--- src/rtl/master_2.sv ---
// Purpose : transmitting end of a valid/ready link; buffers producer words in a
//           small FIFO and presents them one at a time, tagging burst ends.
// Latency : word written at edge N is presented (valid=1) after edge N+1; one beat/clock sustained.
// Backpr. : output holds data/last while ready=0; producer sees in_full and writes while full are dropped.
//
// Ports:
//   clk, rst          - clock, synchronous active-high reset
//   in_data, in_wr    - producer word and write strobe
//   in_full           - FIFO full (combinational from registered count)
//   data, valid, last - output beat, its valid flag and end-of-burst tag
//   ready             - receiver accept, only its rising-edge value matters
//   busy              - valid | FIFO non-empty
//   beat_cnt          - completed transfers modulo 2^16
module master_2 #(
  parameter int DATA_W    = 32,
  parameter int DEPTH     = 4,
  parameter int BURST_LEN = 4
) (
  input  logic              clk,
  input  logic              rst,
  input  logic [DATA_W-1:0] in_data,
  input  logic              in_wr,
  output logic              in_full,
  output logic [DATA_W-1:0] data,
  output logic              valid,
  input  logic              ready,
  output logic              last,
  output logic              busy,
  output logic [15:0]       beat_cnt
);

  localparam int AW = $clog2(DEPTH);
  localparam int CW = AW + 1;
  // Keep the burst index at least one bit wide so BURST_LEN = 1 still elaborates.
  localparam int BW = (BURST_LEN > 1) ? $clog2(BURST_LEN) : 1;
  localparam logic [CW-1:0] FULL_CNT = CW'(DEPTH);
  localparam logic [BW-1:0] LAST_IDX = BW'(BURST_LEN - 1);

  logic [DATA_W-1:0] mem_q [DEPTH];
  logic [AW-1:0]     wr_ptr_q, wr_ptr_d;
  logic [AW-1:0]     rd_ptr_q, rd_ptr_d;
  logic [CW-1:0]     count_q, count_d;
  logic [BW-1:0]     burst_idx_q, burst_idx_d;
  logic [DATA_W-1:0] data_q, data_d;
  logic              valid_q, valid_d;
  logic              last_q, last_d;
  logic [15:0]       beat_cnt_q, beat_cnt_d;

  logic fifo_empty;
  logic push;
  logic load;
  logic xfer;

  assign fifo_empty = (count_q == '0);
  assign in_full    = (count_q == FULL_CNT);
  // push uses the current full flag, so a same-edge pop never makes room for it.
  assign push       = in_wr & ~in_full;
  // The output stage only reloads from registered FIFO state: no fall-through
  // from in_data, and valid is never a combinational function of ready.
  assign load       = ~fifo_empty & (~valid_q | ready);
  assign xfer       = valid_q & ready;

  always_comb begin
    wr_ptr_d    = wr_ptr_q;
    rd_ptr_d    = rd_ptr_q;
    count_d     = count_q;
    burst_idx_d = burst_idx_q;
    data_d      = data_q;
    valid_d     = valid_q;
    last_d      = last_q;
    beat_cnt_d  = beat_cnt_q;

    if (push) begin
      wr_ptr_d = wr_ptr_q + AW'(1);
    end

    if (load) begin
      rd_ptr_d = rd_ptr_q + AW'(1);
      data_d   = mem_q[rd_ptr_q];
      valid_d  = 1'b1;
      last_d   = (burst_idx_q == LAST_IDX);
      burst_idx_d = (burst_idx_q == LAST_IDX) ? '0 : burst_idx_q + BW'(1);
    end else if (xfer) begin
      valid_d = 1'b0;
    end

    case ({push, load})
      2'b10:   count_d = count_q + CW'(1);
      2'b01:   count_d = count_q - CW'(1);
      default: count_d = count_q;
    endcase

    if (xfer) begin
      beat_cnt_d = beat_cnt_q + 16'd1;
    end
  end

  always_ff @(posedge clk) begin
    if (rst) begin
      wr_ptr_q    <= '0;
      rd_ptr_q    <= '0;
      count_q     <= '0;
      burst_idx_q <= '0;
      data_q      <= '0;
      valid_q     <= 1'b0;
      last_q      <= 1'b0;
      beat_cnt_q  <= '0;
    end else begin
      wr_ptr_q    <= wr_ptr_d;
      rd_ptr_q    <= rd_ptr_d;
      count_q     <= count_d;
      burst_idx_q <= burst_idx_d;
      data_q      <= data_d;
      valid_q     <= valid_d;
      last_q      <= last_d;
      beat_cnt_q  <= beat_cnt_d;
    end
  end

  // Storage needs no reset; pointers and count define what is live.
  always_ff @(posedge clk) begin
    if (push && !rst) begin
      mem_q[wr_ptr_q] <= in_data;
    end
  end

  assign data     = data_q;
  assign valid    = valid_q;
  assign last     = last_q;
  assign busy     = valid_q | ~fifo_empty;
  assign beat_cnt = beat_cnt_q;

endmodule

--- config.mk ---
export PLATFORM = sky130hd
export DESIGN_NAME = master_2
export DESIGN_NICKNAME = d
export VERILOG_FILES = /design/src/rtl/master_2.sv
export SDC_FILE = /design/constraint.sdc
export NUM_CORES = 1
export LEC_CHECK = 0
export BUFFER_PORTS_ARGS = -buffer_cell sky130_fd_sc_hd__buf_2
export CORE_ASPECT_RATIO = 1.5
export CORE_MARGIN = 4
export CORE_UTILIZATION = 35
export CTS_BUF_LIST = sky130_fd_sc_hd__clkbuf_8
export CTS_CLUSTER_DIAMETER = 50
export DETAILED_ROUTE_END_ITERATION = 10
export GPL_ROUTABILITY_DRIVEN = 0
export PLACE_DENSITY = 0.56
export SYNTH_ARGS = -nofsm -noshare
export SYNTH_HDL_FRONTEND = slang
export SYNTH_SLANG_ARGS = --single-unit
--- constraint.sdc ---
create_clock -name clk -period 2.61 [get_ports clk]
set_input_delay 0.1305 -clock clk [delete_from_list [all_inputs] [get_ports clk]]
set_output_delay 0.1305 -clock clk [all_outputs]
set_load 0.03 [all_outputs]
==> impl_metrics.tcl, run 1 <==
set metrics [dict create \
    cts_hold_buf 33 \
    crit_top_cell "or3_1" \
    intPower_mw 5.442 \
    ys_warn_count 0 \
    status "finished, final reports clean" \
    ys_ff_latch 187 \
    crit_fanout 5 \
    fp.dieH_um 181.1 \
    comb_power_share 0.291 \
    p_clk_frac 0.249 \
    cap_viol_max_count 0 \
    overflow 0 \
    clock-root-buffer "clkbuf_8" \
    h-tree-depth 4 \
    finalCritPeriodShare 0.8278 \
    p_leak_nw 3.050 \
    p_sw_mw 2.771 \
    synthToLayoutAreaGrowth_pct 22.31 \
    p_total_mw 8.213 \
    grt_max_degree 62 \
    setup_tns_ns 0 \
    ant_nets 0 \
    ios 88 \
    peakVddDrop_v 0.0003482 \
    critPathSlowestCell "or3_1" \
    syn_area_mm2 0.006989 \
    synth_nets 494 \
    swShare 0.3374 \
    grt_pass1_wl_um 22380 \
    n_fill_cell 1790 \
    track_usage 0.1320 \
    antenna_cells 0 \
    slew_viol_final 0 \
    clkLatencyLatePin_ns 0.45 \
    worstPathCellList "or3_1 > nand2_2 > inv_2 > ha_1 > fa_1 > xnor2_1 > or3_1 > a21oi_1" \
    fmax_ghz 0.4629 \
    hold_class "input pin to flip-flop" \
    cts_tree "built" \
    coreArea_mm2 0.01971 \
    cts_buffer_depth 2 \
    post-cts-setup-buffers 0 \
    clkSinkCount 187 \
    placed_cell_area_mm2 0.007787 \
    rsz0062_at_grt "false" \
    nNetsFinal 621 \
    final_hold_viol_count 0 \
    die_area_mm2 0.02234 \
    dp_hpwl_um 8927 \
    syn_area_per_cell_um2 15.53 \
    pwr_density_cell_mw_per_mm2 960.8 \
    cts_resized 0 \
    crit_required_ns 2.98 \
    setup_viol 0 \
    multi_input_area_mm2 0.001847 \
    post-route-min-period_ns 2.161 \
    fin_util 0.4338 \
    initial_core_util 0.3547 \
    slew_headroom 0.5579 \
    port_buffers 87 \
    mostFrequentLayoutCells "128 x edfxtp_1, 87 x buf_2, 74 x nand2_1, 57 x dfxtp_1, 40 x a21oi_1" \
    critPathLaunchType "flip-flop" \
    antenna_found_initial 0 \
    drtIter0Drc 207 \
    num_vias 4001 \
    ys_seq_area_frac 0.7189 \
    worstSetupEndpointType "flip-flop" \
    finClkSkew_ns 0.01772 \
    drc_errors 0 \
    via_per_inst 4.707 \
    syn_inst 450 \
    drt_pass1_iterations 4 \
    seq_area_mm2 0.005027 \
    worst_pin_slew_ns 0.6632 \
    final_common_cell "edfxtp_1" \
    drive_above_1_share 0.2864 \
    p_seq_frac 0.460 \
    numCtsBuffers 17 \
    wirelength_um 13810 \
    cts.reportedPaths.clkPinSlew_ns 0.11 \
    critPathKind "flip-flop to flip-flop" \
    yosys.cell_types.count 33 \
    max_stage_delay_ns 0.40 \
    fp.dieW_um 123.4 \
    row_count 63 \
    cp.arrival_ns 2.53 \
    final_area_mm2 0.008548 \
    wl_per_cell_um 16.25 \
    grt_pass1_vias 4182 \
]
==> worst paths after layout <==
path                                               from                       end  slack (ns)  cells past startpoint
worst min register to register     data[1]$_SDFFE_PP0P_      data[1]$_SDFFE_PP0P_        0.46                      2
worst max-delay path            count_q[0]$_SDFFE_PP0P_   count_q[2]$_SDFFE_PP0P_        0.45                      8
worst min-delay path                              in_wr  wr_ptr_q[0]$_SDFFE_PP0P_        0.14                      4
worst max register to register  count_q[0]$_SDFFE_PP0P_   count_q[2]$_SDFFE_PP0P_        0.45                      8
==> registers in the layout, summed over array words and instances, names as in the netlist <==
signal	cells
mem_q	128
data	32
beat_cnt	16
count_q	3
burst_idx_q	2
rd_ptr_q	2
wr_ptr_q	2
last	1
valid	1
==> metrics by stage <==
stage          instances  hold slack, ns  worst slack (ns)
2_1_floorplan        450          0.2294            0.1323
3_3_place_gp         785          0.3419            0.5216
3_5_place_dp         785          0.3524            0.4901
4_1_cts              850          0.1206            0.4400
5_1_grt              850          0.1414            0.3041
6_report             850          0.1432            0.4495
==> area by class of cell <==
class | count | area share
tap | 260 | 0.03806
sequential | 187 | 0.5881
clock inverter | 14 | 0.02137
clock buffer | 18 | 0.02898
timing repair buffer | 129 | 0.1048
multi-input combinational | 236 | 0.2160
inverter | 6 | 0.002635
==> critical path: cells and delay by family, from the launching register on <==
family	cells	cell delay, ns
AOI/OAI and AO/OA	1	0.13
xor gates and xnor gates	1	0.14
adders and majority gates	2	0.59
buffers and inverters	1	0.04
DFF	1	0.38
and+or+nand+nor	3	0.80
==> cells by family (layout without fill, tap and decap cells) <==
group | Yosys count | in the layout | synth area share
DFF | 187 | 187 | 0.7189
and+or+nand+nor | 133 | 133 | 0.08808
AOI/OAI and AO/OA | 43 | 43 | 0.03079
muxes | 36 | 36 | 0.1092
buffers and inverters | 27 | 167 | 0.01754
xor gates and xnor gates | 16 | 16 | 0.02005
adders and majority gates | 8 | 8 | 0.01540
==> per-layer routing <==
metal,global-route usage,up-vias,share of wire
li1,-,1907,-
met1,0.1516,2022,0.40
met5,0,-,0
met3,0.03445,12,0.042
met4,0.04656,0,0.013
met2,0.2336,60,0.55
==> power groups by stage <==
stage               Sequential [mW]  Combinational, mW  Clock (mW)
global placement               3.83               2.38           0
CTS                            3.79               2.46        2.12
global route                   3.83               2.66        2.24
finish                         3.78               2.39        2.05
detailed placement             3.85               2.42           0
floorplan                      4.22               1.32           0
==> synth_stat cells (all sizes together) <==
| library cell | number | area, um2 |
|---|---|---|
| or3 | 5 | 31.28 |
| xnor2 | 12 | 105.1 |
| inv | 6 | 22.52 |
| fa | 1 | 20.02 |
| nand4 | 4 | 40.04 |
| mux4 | 32 | 720.7 |
| a21oi | 40 | 200.2 |
| or2b | 1 | 7.510 |
| nor4 | 4 | 40.04 |
| and3 | 1 | 6.260 |
| buf | 11 | 62.56 |
| nand3 | 8 | 45.04 |
| nand2 | 75 | 284.0 |
| o21ai | 3 | 15.01 |
| edfxtp | 128 | 3844 |
| dfxtp | 59 | 1181 |
| xor2 | 4 | 35.03 |
| ha | 7 | 87.58 |
| nor3b | 1 | 7.510 |
| and2 | 4 | 25.02 |
| nand2b | 2 | 12.51 |
| clkbuf | 10 | 37.54 |
| mux2 | 2 | 22.52 |
| nor3 | 5 | 25.02 |
| nor2 | 21 | 78.83 |
| nor2b | 2 | 12.51 |
| mux2i | 2 | 20.02 |
(Power assumes the default switching activity.)
==> run 2: changes to the inputs <==
--- a/config.mk
+++ b/config.mk
@@ -5,6 +5,7 @@
 export SDC_FILE = /design/constraint.sdc
 export NUM_CORES = 1
 export LEC_CHECK = 0
+export ABC_AREA = 1
 export BUFFER_PORTS_ARGS = -buffer_cell sky130_fd_sc_hd__buf_2
 export CORE_ASPECT_RATIO = 1.5
 export CORE_MARGIN = 4
@@ -13,7 +14,7 @@
 export CTS_CLUSTER_DIAMETER = 50
 export DETAILED_ROUTE_END_ITERATION = 10
 export GPL_ROUTABILITY_DRIVEN = 0
-export PLACE_DENSITY = 0.56
+export PLACE_DENSITY = 0.57
 export SYNTH_ARGS = -nofsm -noshare
 export SYNTH_HDL_FRONTEND = slang
 export SYNTH_SLANG_ARGS = --single-unit
==> constraint.sdc (replaced) <==
create_clock -name clk -period 1.7 [get_ports clk]
set_input_delay 0.085 -clock clk [delete_from_list [all_inputs] [get_ports clk]]
set_output_delay 0.085 -clock clk [all_outputs]
set_load 0.03 [all_outputs]
==> run 2 against run 1 <==
  * The flow now finishes with violations (setup timing)
  * Core utilization up 0.34 points
  * Synthesized cell count grew 40%
  * Register-to-register slack lost 0.47 ns
  * Clock power rose by 51%
  * First-iteration DRC count rose by 33%
  * Total power grew 69%
  * Cell count grew 22%
  * Critical path type unchanged
  * Largest power group unchanged
==> impl_metrics.tcl, run 2 <==
set metrics [dict create \
    syn_inst 630 \
    final_hold_viol_count 0 \
    synth_nets 674 \
    pwr_density_cell_mw_per_mm2 1559 \
    placed_cells 971 \
    cts_buffer_depth 2 \
    drt_pass1_iterations 4 \
    fp.dieW_um 125.6 \
    final_common_cell "edfxtp_1" \
    cts.reportedPaths.clkPinSlew_ns 0.09 \
    async_flop_share 0 \
    track_usage 0.1451 \
    swShare 0.3757 \
    hold_ws_ns 0.1411 \
    drtIter0Drc 276 \
    netlist_top_cells_count "128 x edfxtp_1, 128 x nor2_1, 106 x o21ai_0" \
    rr_worst_depth 10 \
    clkLatencyLatePin_ns 0.46 \
    grt_pass1_vias 5179 \
    crit_fanout 3 \
    synth_flop_cell "edfxtp_1" \
    ios 88 \
    ant_nets 0 \
    drc_errors 0 \
    yosys.cell_types.count 34 \
    row_count 64 \
    initial_core_util 0.3557 \
    critPathKind "flip-flop to flip-flop" \
    antenna_cells 0 \
    numCtsBuffers 17 \
    regMostFlops "mem_q" \
    finalCritPeriodShare 1.011 \
    coreArea_mm2 0.02042 \
    clkSinkCount 187 \
    worst_pin_slew_ns 0.5257 \
    hold_path_depth 4 \
    post-route-min-period_ns 1.718 \
    slew_viol_final 0 \
    fmax_ghz 0.5820 \
    via_per_inst 4.821 \
    ys_warn_count 0 \
    slew_headroom 0.6495 \
    overflow 0 \
    p_seq_frac 0.419 \
    h-tree-depth 4 \
    cp.arrival_ns 2.05 \
    fp.dieH_um 184.4 \
    fin_util 0.4371 \
    synthToLayoutAreaGrowth_pct 22.89 \
    status "finished with violations" \
    port_buffers 87 \
    synth_top_area_share 0.5292 \
    n_fill_cell 1942 \
    syn_area_mm2 0.007263 \
    mostFrequentLayoutCells "128 x edfxtp_1, 124 x nor2_1, 103 x o21ai_0, 87 x buf_2, 54 x dfxtp_1" \
    p_sw_mw 5.230 \
    antenna_found_initial 0 \
    peakVddDrop_v 0.0008210 \
    ys_seq_area_frac 0.6918 \
    violations "setup timing" \
    p_clk_frac 0.222 \
    dp_hpwl_um 10270 \
    drive_above_1_share 0.2555 \
    grt_max_degree 66 \
    hold_class "input pin to flip-flop" \
    comb_power_share 0.359 \
    finClkSkew_ns 0.01430 \
    wirelength_um 16280 \
    p_leak_nw 3.308 \
    instances_no_fill 1039 \
    nNetsFinal 806 \
    worstSetupEndpointType "flip-flop" \
    yosys-top-cells-area "edfxtp_1 53%, dfxtp_1 16%, o21ai_0 7.3%" \
    grt_pass1_wl_um 26390 \
    pre_cts_ws_ns -0.04384 \
    clock-root-buffer "clkbuf_8" \
    synth_edf_count 128 \
    syn_area_per_cell_um2 11.53 \
    cap_viol_max_count 0 \
    critPathLaunchType "flip-flop" \
    num_vias 5009 \
    synth_area_leader_cell "edfxtp_1" \
    die_area_mm2 0.02317 \
    cts_tree "built" \
    intPower_mw 8.690 \
    timing.final.ws_setup_ns -0.01821 \
    rsz0062_at_grt "true" \
    largest_reg_flops 128 \
    ys_ff_latch 187 \
    crit_required_ns 2.04 \
    wl_per_cell_um 15.67 \
    setup_viol 1 \
]
## run 2: worst paths after layout
path,from,endpoint,slack [ns]
hold reg to reg,beat_cnt[8]$_SDFFE_PP0P_,beat_cnt[8]$_SDFFE_PP0P_,0.49
setup reg to reg,count_q[1]$_SDFFE_PP0P_,count_q[2]$_SDFFE_PP0P_,-0.02
hold / removal,in_wr,count_q[0]$_SDFFE_PP0P_,0.14
setup / recovery,count_q[1]$_SDFFE_PP0P_,count_q[2]$_SDFFE_PP0P_,-0.02
## run 2: worst max-delay path: stages, from the launching register on
cell and delay (ns):
dfxtp_2 0.34, inv_2 0.08, nand3_2 0.09, nand2_2 0.09
inv_2 0.05, ha_4 0.16, fa_2 0.35, a21oi_2 0.14
o21ai_1 0.11, o21ai_1 0.13, a21oi_1 0.06
## run 2: logic make-up (layout without fill, tap and decap cells)
kind of cell,count (synthesis),count (layout),share of synthesized area
AND/OR/NAND/NOR,202,202,0.1201
flip-flops,187,187,0.6918
AO/OA/AOI/OAI,164,164,0.1202
buffers and inverters,67,212,0.05065
adder cells (fa/ha/maj),8,8,0.01481
XOR/XNOR,2,2,0.002412
## run 2: power by group through the flow
| stage | logic (mW) | registers [mW] | clock network [mW] |
|---|---|---|---|
| floorplan | 2.85 | 6.70 | 0 |
| global placement | 4.84 | 5.90 | 0 |
| detailed placement | 4.95 | 5.94 | 0 |
| CTS | 5.06 | 5.83 | 3.18 |
| global route | 5.53 | 5.92 | 3.37 |
| finish | 5.00 | 5.84 | 3.09 |
## run 2: cell type report
class | count | area (um2) | share of cell area
flip-flops and latches | 187 | 5034 | 0.5639
multi-input cells | 376 | 1937 | 0.2170
repair buffers | 146 | 1076 | 0.1205
well taps | 264 | 330.3 | 0.03701
clock buffers | 17 | 234.0 | 0.02621
clock inverters | 15 | 182.7 | 0.02047
inverters | 34 | 132.6 | 0.01486
## run 2: repair_timing
action / in CTS / in global routing
gates resized for setup: 2 / 2
endpoints found under the setup margin: 1 / 2
endpoints found under the hold margin: 134 / 0
setup buffers: 1 / 1
hold buffers: 34 / 0
pin swaps: 1 / 2
## run 2: stage by stage
stage | setup TNS, ns | instance area [um2] | power [mW]
6_report | -0.01821 | 8926 | 13.92
5_1_grt | -0.08609 | 8926 | 14.81
4_1_cts | 0 | 8912 | 14.08
3_5_place_dp | -0.04384 | 8142 | 10.88
3_3_place_gp | 0 | 8142 | 10.74
2_1_floorplan | -30.71 | 7308 | 9.545
## run 2: metal layers
layer,share of wire,GRT usage,wire length [um],vias to the layer above
met5,0,0,0,-
met4,0.017,0.05425,272,0
met3,0.039,0.03276,629,21
met2,0.54,0.2705,8837,108
met1,0.40,0.1601,6538,2424
li1,-,-,-,2456
==> run 3: changes to the inputs <==
--- a/config.mk
+++ b/config.mk
@@ -6,7 +6,7 @@
 export NUM_CORES = 1
 export LEC_CHECK = 0
 export ABC_AREA = 1
-export BUFFER_PORTS_ARGS = -buffer_cell sky130_fd_sc_hd__buf_2
+export BUFFER_PORTS_ARGS = -buffer_cell sky130_fd_sc_hd__buf_4
 export CORE_ASPECT_RATIO = 1.5
 export CORE_MARGIN = 4
 export CORE_UTILIZATION = 35
==> run 3 against run 2 <==
  * The flow now finishes without violations
  * Fmax increased by 5.1%
  * Register-to-register slack gained 0.08 ns
  * Design area rose by 2.9%
  * Total power up 3.9%
  * Clock power up 6.5%
  * Critical path depth stayed put
  * Critical endpoint unchanged
  * Largest power group unchanged
==> impl_metrics.tcl, run 3 (synthesis results as in run 2) <==
set metrics [dict create \
    placed_cells 969 \
    setup_viol 0 \
    dp_hpwl_um 10020 \
    antenna_found_initial 0 \
    hold_ws_ns 0.08875 \
    largest_reg_flops 128 \
    port_buffers 87 \
    clkSinkCount 187 \
    slew_viol_final 0 \
    p_total_mw 14.46 \
    die_area_mm2 0.02317 \
    worstSetupEndpointType "flip-flop" \
    finClkSkew_ns 0.01985 \
    final_common_cell "edfxtp_1" \
    cts.reportedPaths.clkPinSlew_ns 0.09 \
    r2r_end "count_q[2]$_SDFFE_PP0P_" \
    fmax_ghz 0.6114 \
    grt_pass1_vias 4977 \
    drt_pass1_iterations 5 \
    r2r-start "count_q[1]$_SDFFE_PP0P_" \
    drtIter0Drc 272 \
    clkLatencyLatePin_ns 0.45 \
    coreArea_mm2 0.02042 \
    ant_nets 0 \
    critPathLaunchType "flip-flop" \
    max_stage_delay_ns 0.37 \
    track_usage 0.1398 \
    final_area_mm2 0.009184 \
    placed_cell_area_mm2 0.008344 \
    post-route-min-period_ns 1.635 \
    slew_headroom 0.6587 \
    setup_tns_ns 0 \
    cp.arrival_ns 1.97 \
    crit_fanout 3 \
    p_leak_nw 3.358 \
    synthToLayoutAreaGrowth_pct 26.44 \
    grt_pass1_wl_um 25350 \
    drc_errors 0 \
    regMostFlops "mem_q" \
    rsz0062_at_grt "true" \
    crit_path_end "count_q[2]$_SDFFE_PP0P_" \
    worst_pin_slew_ns 0.5120 \
    critPathKind "flip-flop to flip-flop" \
    num_vias 4965 \
    critPathSlowestCell "dfxtp_4" \
    instances_no_fill 1036 \
    wl_per_cell_um 15.42 \
    cap_viol_max_count 0 \
    crit_start "count_q[1]$_SDFFE_PP0P_" \
    row_count 64 \
    r2r_slack_ns 0.06 \
    clock-root-buffer "clkbuf_8" \
    final_hold_viol_count 0 \
    fp.dieW_um 125.6 \
    via_per_inst 4.792 \
    worstPathCellList "inv_4 > nand3_4 > nand2_4 > inv_4 > ha_4 > fa_2 > a21oi_2 > o21ai_2 > o21ai_1 > a21oi_1" \
    ios 88 \
    n_fill_cell 1853 \
    antenna_cells 0 \
    grt_max_degree 66 \
    finalCritPeriodShare 0.9620 \
    cts_tree "built" \
    wirelength_um 15980 \
    numCtsBuffers 17 \
    drive_above_1_share 0.2539 \
    crit_top_cell "inv_4" \
    overflow 0 \
    crit_required_ns 2.03 \
    nNetsFinal 803 \
    mostFrequentLayoutCells "128 x edfxtp_1, 124 x nor2_1, 103 x o21ai_0, 100 x buf_4, 55 x dfxtp_1" \
    cts_buffer_depth 2 \
    rr_worst_depth 10 \
    hold_class "input pin to flip-flop" \
    peakVddDrop_v 0.0006571 \
    initial_core_util 0.3557 \
    fp.dieH_um 184.4 \
    pwr_density_cell_mw_per_mm2 1575 \
    status "finished, final reports clean" \
    h-tree-depth 4 \
]
==> run 3: worst min-delay path by stage <==
stage | start | end | slack, ns | cells past startpoint
4_1_cts | in_wr | wr_ptr_q[1]$_SDFFE_PP0P_ | 0.05 | 4
2_1_floorplan | rst | beat_cnt[0]$_SDFFE_PP0P_ | 0.16 | 1
5_1_grt | in_wr | wr_ptr_q[1]$_SDFFE_PP0P_ | 0.06 | 4
6_report | in_wr | wr_ptr_q[1]$_SDFFE_PP0P_ | 0.09 | 4
3_5_place_dp | in_data[12] | mem_q[0][12]$_DFFE_PP_ | 0.29 | 1
3_3_place_gp | in_data[2] | mem_q[3][2]$_DFFE_PP_ | 0.29 | 1
==> run 3: where the power goes <==
group / switching (mW) / internal [mW] / leakage (nW) / total (mW)
Sequential: 0.333 / 5.53 / 1.65 / 5.86
Clock: 1.53 / 1.77 / 0.240 / 3.29
Combinational: 3.43 / 1.87 / 1.47 / 5.30
Total: 5.29 / 9.17 / 3.36 / 14.5
==> run 3: metal layers <==
metal  global-route usage  wire, um
met5                    0         0
met3              0.02841       714
met1               0.1562      6342
met2               0.2615      8756
met4              0.05122       162
==> run 3: critical path, delay by kind of cell, from the launching register on <==
family | cells | cell delay [ns]
compound gates | 4 | 0.39
simple gates | 2 | 0.16
flops | 1 | 0.37
fa+ha+maj | 2 | 0.50
buf+inv | 2 | 0.11
==> run 3: timing repair <==
item	4_1_cts	5_1_grt
hold endpoints to repair	134	0
resized for setup	1	9
pin swaps	0	4
setup buffers	0	1
hold buffers	34	0
endpoints found under the setup margin	1	2
==> run 3: cell type report <==
type / instances / area, um2 / share of cell area
repair buffers: 143 / 1271 / 0.1384
multi-input cells: 376 / 1953 / 0.2127
inverters: 34 / 140.1 / 0.01526
clock buffers: 17 / 234.0 / 0.02548
well taps: 264 / 330.3 / 0.03597
clock inverters: 15 / 220.2 / 0.02398
flip-flops and latches: 187 / 5035 / 0.5482
==> run 3: per-stage QoR <==
| step | util | setup WS (ns) |
|---|---|---|
| after floorplan | - | -0.2391 |
| after global placement | 0.4086 | 0.07285 |
| after detailed placement | 0.4086 | 0.03779 |
| after CTS | 0.4477 | 0.02181 |
| after global routing | 0.4498 | -0.06077 |
| final | 0.4498 | 0.06452 |
